File: src/rtl/i2c_bus_arbiter.sv
// i2c_bus_arbiter: locks one shared i2c master to a single client from START to STOP.
// Ties are settled round-robin or by fixed priority. Define I2C_ARB_TIMEOUT_EN for the watchdog.
module i2c_bus_arbiter #(
  parameter int unsigned FIXED_PRIORITY = 0,
  parameter logic [23:0] TIMEOUT_CYCLES = 24'd2000000
) (
  input  logic       clk,
  input  logic       rst,
  input  logic [1:0] c0_instruction,
  input  logic       c0_enable,
  input  logic [7:0] c0_byteToSend,
  output logic [7:0] c0_byteReceived,
  output logic       c0_complete,
  input  logic [1:0] c1_instruction,
  input  logic       c1_enable,
  input  logic [7:0] c1_byteToSend,
  output logic [7:0] c1_byteReceived,
  output logic       c1_complete,
  output logic [1:0] m_instruction,
  output logic       m_enable,
  output logic [7:0] m_byteToSend,
  input  logic [7:0] m_byteReceived,
  input  logic       m_complete,
  output logic [1:0] grant,
  output logic       busy,
  output logic       timeout
);
  localparam int unsigned IW = 2;
  localparam int unsigned DW = 8;
  localparam int unsigned CW = 24;
  localparam logic [IW-1:0] INS_START = 2'd0;
  localparam logic [IW-1:0] INS_STOP  = 2'd1;

  typedef enum logic [1:0] {
    ST_IDLE    = 2'd0,
    ST_OWN     = 2'd1,
    ST_RELEASE = 2'd2
  } state_t;

  state_t        state, state_n;
  logic [1:0]    grant_q, grant_n;
  logic          rr, rr_n;          // client index preferred on the next tie
  logic          stop_seen, stop_n;
  logic          wd_hit;
  logic          req0, req1;
  logic          own_en;
  logic [IW-1:0] own_ins;
  logic [DW-1:0] own_dat;

  assign req0    = c0_enable && (c0_instruction == INS_START);
  assign req1    = c1_enable && (c1_instruction == INS_START);
  assign own_en  = grant_q[1] ? c1_enable      : c0_enable;
  assign own_ins = grant_q[1] ? c1_instruction : c0_instruction;
  assign own_dat = grant_q[1] ? c1_byteToSend  : c0_byteToSend;

  always_ff @(posedge clk) begin
    if (rst) begin
      state     <= ST_IDLE;
      grant_q   <= 2'b00;
      rr        <= 1'b0;
      stop_seen <= 1'b0;
    end else begin
      state     <= state_n;
      grant_q   <= grant_n;
      rr        <= rr_n;
      stop_seen <= stop_n;
    end
  end

  always_comb begin
    state_n       = state;
    grant_n       = grant_q;
    rr_n          = rr;
    stop_n        = stop_seen;
    m_instruction = '0;
    m_enable      = 1'b0;
    m_byteToSend  = '0;
    case (state)
      ST_IDLE: begin
        if (req0 || req1) begin
          state_n = ST_OWN;
          stop_n  = 1'b0;
          if (req0 && req1) grant_n = ((FIXED_PRIORITY != 0) || !rr) ? 2'b01 : 2'b10;
          else              grant_n = {req1, req0};
        end
      end
      ST_OWN: begin
        m_instruction = own_ins;
        m_enable      = own_en && !wd_hit;
        m_byteToSend  = own_dat;
        if ((own_ins == INS_STOP) && m_complete)    stop_n = 1'b1;
        else if (own_en && (own_ins == INS_START))  stop_n = 1'b0;
        if (wd_hit || (!own_en && stop_seen)) state_n = ST_RELEASE;
      end
      ST_RELEASE: begin
        // hand off only once the master has dropped complete for the STOP
        if (!m_complete || wd_hit) begin
          state_n = ST_IDLE;
          grant_n = 2'b00;
          rr_n    = grant_q[0];
        end
      end
      default: begin
        state_n = ST_IDLE;
        grant_n = 2'b00;
      end
    endcase
  end

  assign c0_complete     = grant_q[0] && m_complete;
  assign c1_complete     = grant_q[1] && m_complete;
  assign c0_byteReceived = grant_q[0] ? m_byteReceived : '0;
  assign c1_byteReceived = grant_q[1] ? m_byteReceived : '0;
  assign grant           = grant_q;
  assign busy            = (state != ST_IDLE);

`ifdef I2C_ARB_TIMEOUT_EN
  logic [CW-1:0] wd_cnt;
  logic          en_prev, cmp_prev, timeout_q;

  // watchdog restarts on any owner enable or master complete transition
  always_ff @(posedge clk) begin
    if (rst) begin
      wd_cnt    <= '0;
      en_prev   <= 1'b0;
      cmp_prev  <= 1'b0;
      timeout_q <= 1'b0;
    end else begin
      en_prev  <= own_en;
      cmp_prev <= m_complete;
      if ((state == ST_IDLE) || (own_en != en_prev) || (m_complete != cmp_prev)) wd_cnt <= '0;
      else if (!wd_hit) wd_cnt <= wd_cnt + CW'(1);
      if (wd_hit) timeout_q <= 1'b1;
    end
  end

  assign wd_hit  = (state != ST_IDLE) && (wd_cnt >= TIMEOUT_CYCLES);
  assign timeout = timeout_q;
`else
  logic unused_timeout_cfg;
  assign unused_timeout_cfg = ^TIMEOUT_CYCLES;
  assign wd_hit  = 1'b0;
  assign timeout = 1'b0;
`endif

endmodule

File: config.mk
export PLATFORM = sky130hd
export DESIGN_NAME = i2c_bus_arbiter
export DESIGN_NICKNAME = d
export VERILOG_FILES = /design/src/rtl/i2c_bus_arbiter.sv
export SDC_FILE = /design/constraint.sdc
export NUM_CORES = 1
export LEC_CHECK = 0
export CORE_AREA = 10 10 47 49
export DETAILED_ROUTE_END_ITERATION = 12
export DIE_AREA = 0 0 57 59
export DONT_BUFFER_PORTS = 1
export PLACE_DENSITY = 0.78
export SYNTH_ARGS = -nofsm -noshare
export SYNTH_HDL_FRONTEND = slang
export SYNTH_SLANG_ARGS = --single-unit
File: constraint.sdc
create_clock -name clk -period 2.1 [get_ports clk]
set_clock_uncertainty 0.2 [all_clocks]
set_input_delay 0.63 -clock clk [delete_from_list [all_inputs] [get_ports clk]]
set_output_delay 0.63 -clock clk [all_outputs]
set_load 0.01 [all_outputs]
; ---- Word-level counts from Yosys, hierarchy flattened
; Cells that the tools add are included.
[word_totals]
regBits = 6
latchBits = 0
mem_bits_rw = 0
mem_bits_ro = 0
input_bits = 33
out_inout_bits = 33
word_cells = 53
mem_count = 0
[classes]
n_addsub = 0
n_mul = 0
div = 0
magnitude_cmp = 0
eq_ne = 7
shift = 0
mux = 20
n_bitwise = 2
n_reduce_logical = 20
[op_table]
columns = cell, n
row1 = $mux 8, 4
row2 = $mux 2, 8
row3 = $pmux 2 s3, 2
row4 = $reduce_and 3->1, 3
row5 = $logic_and 1x1->1, 8
row6 = $logic_not 2->1, 4
row7 = $ne 2x2->1 const B, 3
row8 = $mux 1, 5
row9 = $eq 2x1->1 const B, 2
row10 = $reduce_bool 2->1, 2
row11 = $ne 3x3->1 const B, 1
row12 = $eq 2x2->1 const B, 1
row13 = $not 1->1, 2
row14 = $pmux 1 s2, 1
row15 = $reduce_and 2->1, 1
row16 = $logic_not 1->1, 1
row17 = $logic_or 1x1->1, 1

; ---- Logic depth before layout (Yosys ltp)
[logic_depth]
word_depth = 6
ltp_mapped = 5
depth_no_buf = 4

; ---- Worst setup path after synthesis
; Ideal clock, no wire load.
[synth_timing]
path_kind = register to output
startpoint = register grant_q[1] (netlist: grant[1])
endpoint = output port m_byteToSend[3]
arrival_time_ns = 0.983
required_time_ns = 1.270
path_slack_ns = 0.287
stages_incl_launch_ff = 5
n_path_buf = 2
cell_sequence = dfxtp_1 > buf_6 > clkbuf_1 > mux2i_1 > nor2_1
[synth_via]
elab_chain_cells = 2
[synth_rtl]
columns = element, line
row1 = start: declaration, 41  ; logic [1:0] grant_q, grant_n;
row2 = start signal: assignment, 64  ; grant_q <= grant_n;
row3 = $mux 8, 54  ; assign own_dat = grant_q[1] ? c1_byteToSend : c0_byteToSend;
row4 = $mux 8, 78  ; case (state)
row5 = end: declaration, 21  ; output logic [7:0] m_byteToSend,
; Every way passes these cells.

; ---- Worst setup path after layout
[layout_timing]
startpoint = register state[1]
endpoint = output port m_byteToSend[7]
[layout_via]
elab_chain_cells = 2
[layout_rtl]
columns = element, line
row1 = start: declaration, 40  ; state_t state, state_n;
row2 = start signal: assignment, 63  ; state <= state_n;
row3 = $eq 2x1->1, 78
row4 = $mux 8, 78
; Every way passes these cells.

==> run_results.csv <==
group,metric,value,unit
status,result_of_the_run,"completed",
clock_network,cts_root_buf,"sky130_fd_sc_hd__clkbuf_4",
routing,detailroute.via_count,585,
pwr,vdd_drop_max,238,uV
setup_path,worst-endpoint-required,1270,ps
setup_path,timing.critical_path.from_type,"flop",
sta,totalNegativeSetupSlack,0,ps
floorplanning,floorplan.initialDensity,48.2,%
setup_path,endpoint_kind_of_the_worst_setup_timing_path,"output port",
logic_synthesis,ys_seq_area_share,17.8,%
cells_and_area,antenna_cells_inserted,0,
logic_synthesis,synth_top_area_cell,"sky130_fd_sc_hd__dfxtp_1",
pwr,design_power_total,312,uW
routing,routed_wirelength,2.07,mm
sta,setup_slack_after_layout,127,ps
floorplanning,chipWidth,57,um
clock_network,cts.sinks,6,
clock_network,clock_path_buffers,2,
floorplanning,pin_count,66,
clock_network,cts-resized-gates,1,
grt,met3_grt_util,6.44,%
grt,top_usage_layer,"met2",
logic_synthesis,yosys_warnings,0,
routing,route.detailed.drc,0,
sta,final-setup-viol-count,0,
logic_synthesis,postSynthAreaPerCell,7.86,um^2
sta,final_period_minus_worst_setup_slack,1970,ps
setup_path,timing.critical_path.cells,"inv_2 > nand2_2 > nor2_1",
routing,routed_via_density,5.79,
clock_network,post-cts-setup-buffer-count,0,
logic_synthesis,post_synth_main_area_contributors,"sky130_fd_sc_hd__dfxtp_1 18%, sky130_fd_sc_hd__mux2i_1 18%, sky130_fd_sc_hd__and2_1 17%",
sta,timing.fmax,507,MHz
routing,drtAntennaViolNets,0,
placement,gp_congestion,0.813,
cells_and_area,drive_gt1_share,21.2,%
pwr,power_density,448,nW/um^2
grt,grt_first_pass_wirelength,3.05,mm
logic_synthesis,netlist_area,676,um^2
grt,number_of_antenna_violations_at_the_first_check_in_global_routing,0,
clock_network,clock_tree.htree_level_count,1,
logic_synthesis,post_synthesis_cell_type_count,31,
clock_network,insertion_delay,240,ps
floorplanning,die_area,3360,um^2
clock_network,cts.hold.buffers_added,0,
setup_path,critPathMaxStageDelay,360,ps
floorplanning,number_of_core_rows,14,
setup_path,critical_path_fanouts_max,12,
grt,groute.layer.met2.usage,20.9,%
logic_synthesis,synthDominantCellAreaShare,17.8,%
logic_synthesis,ys_ff_latch,6,
job,timing.max_cap.violations,0,
grt,track_usage,10.9,%
logic_synthesis,postSynthNetCount,119,
placement,dpl.hpwl,1.76,mm
setup_path,worst_ep_arrival_time,1140,ps
placement,buffer_ports.inserted,0,
sta,grt_setup_unrepaired,"false",
placement,dpl_cell_area,668,um^2
grt,grt_max_degree,14,
grt,gr-usage-met1,8.66,%
setup_path,critical_setup_path_kind,"reg2out",
clock_network,cts_buffers,3,
placement,dp_slack,247,ps
grt,first_global_vias,606,
clock_network,tritoncts,"done",
pwr,leakagePower,0.000249,uW
routing,drtPass1Iterations,4,
sta,maxSlewViolCount,0,
routing,violation_count_after_the_first_detailed_routing_iteration,9,
cells_and_area,area_overhead_of_the_layout_relative_to_synthesis,3.15,%
floorplanning,die_h,59,um
setup_path,slowest_stage,"sky130_fd_sc_hd__dfxtp_1",
hold_path,hold_path.class,"in2reg",
clock_network,clk_transition_reported_paths,40,ps
logic_synthesis,postSynthCellCount,86,
sta,number_of_hold_violations_in_the_final_report,0,
grt,global_route.overflow_total,0,
setup_path,worst_path_dominant_cell_family,"simple AND/OR/NAND/NOR gates",
routing,drt-wirelength-per-cell,20.5,um
setup_path,crit_buf_inv,1,
cells_and_area,nNetsFinal,120,
sta,timing.final.crit_share,93.9,%
cells_and_area,post-route-cell-area,697,um^2
floorplanning,design.core.area,1400,um^2
## path summary, 6_finish.rpt
| path | cells past startpoint | start | to | slack [ps] |
|---|---|---|---|---|
| max | 3 | state[1] | m_byteToSend[7] | 130 |
| min | 1 | rst | grant[1] | 250 |
| max reg2reg | 5 | grant[1] | stop_seen | 580 |
| min reg2reg | 2 | rr | rr | 350 |
## cell families after synthesis
group,after synthesis,synth area share (%)
muxes,12,17.8
DFF,6,17.8
AOI/OAI and AO/OA,10,11.7
buffers and inverters,8,7.41
and+or+nand+nor,49,44.8
other,1,0.555
## worst reg2reg max path, delay by kind of cell, from the launching register on
family	cells	cell delay [ps]
buffers and inverters	1	230
flip-flops	1	320
AND/OR/NAND/NOR	2	410
AO/OA/AOI/OAI	2	280
## power by group
group / internal, uW / leakage [uW] / total [uW] / switching, uW
registers: 118 / 0.0000488 / 124 / 6.31
clock network: 64.4 / 0.0000138 / 102 / 37.3
logic: 34.7 / 0.000186 / 86.1 / 51.4
total: 217 / 0.000249 / 312 / 95.0
## sequential cells by signal, summed over array words and instances (netlist names)
signal / cells
stop_seen: 1
grant: 2
rr: 1
state: 2
## layer usage
layer | wire length, um | part of all wire (%)
met3 | 274 | 13
met4 | 23 | 1.1
met5 | 0 | 0
met2 | 1140 | 55
met1 | 633 | 31
## final cells by class
class	count	area, um^2
flip-flops and latches	6	120
repair buffers	2	15.0
well taps	16	20.0
multi-input cells	72	512
inverters	2	7.51
fillers	130	704
clock buffers	3	22.5
## synth_stat cells (all sizes together)
cell / number
nor2: 13
clkbuf: 2
a21o: 1
o22ai: 1
o21ai: 1
buf: 4
mux2i: 12
dfxtp: 6
a2bb2oi: 1
a21oi: 4
and2: 18
nor3: 2
and2b: 1
nand3: 1
conb: 1
inv: 2
nand2b: 2
or2: 1
nand2: 6
a211oi: 1
a31oi: 1
nor3b: 2
nor4: 2
and3: 1
## metrics by stage
stage | instances | util [%] | hold slack (ps)
final | 101 | 49.7 | 254
after global routing | 101 | 49.7 | 247
after detailed placement | 98 | 47.7 | 329
after global placement | 98 | 47.7 | 306
after floorplan | 86 | - | 276
after CTS | 101 | 49.6 | 247
## placed cells by master (no fill, tap or decap), types with 2 or more instances in the layout
master and count:
sky130_fd_sc_hd__a21oi_1 3, sky130_fd_sc_hd__clkbuf_4 3, sky130_fd_sc_hd__nor2_1 13, sky130_fd_sc_hd__nand2_1 4, sky130_fd_sc_hd__and2_1 18, sky130_fd_sc_hd__buf_4 2, sky130_fd_sc_hd__mux2i_1 12, sky130_fd_sc_hd__nor3b_4 2
sky130_fd_sc_hd__dfxtp_1 6, sky130_fd_sc_hd__nand2_2 2
Power figures use the tool's default switching activity.
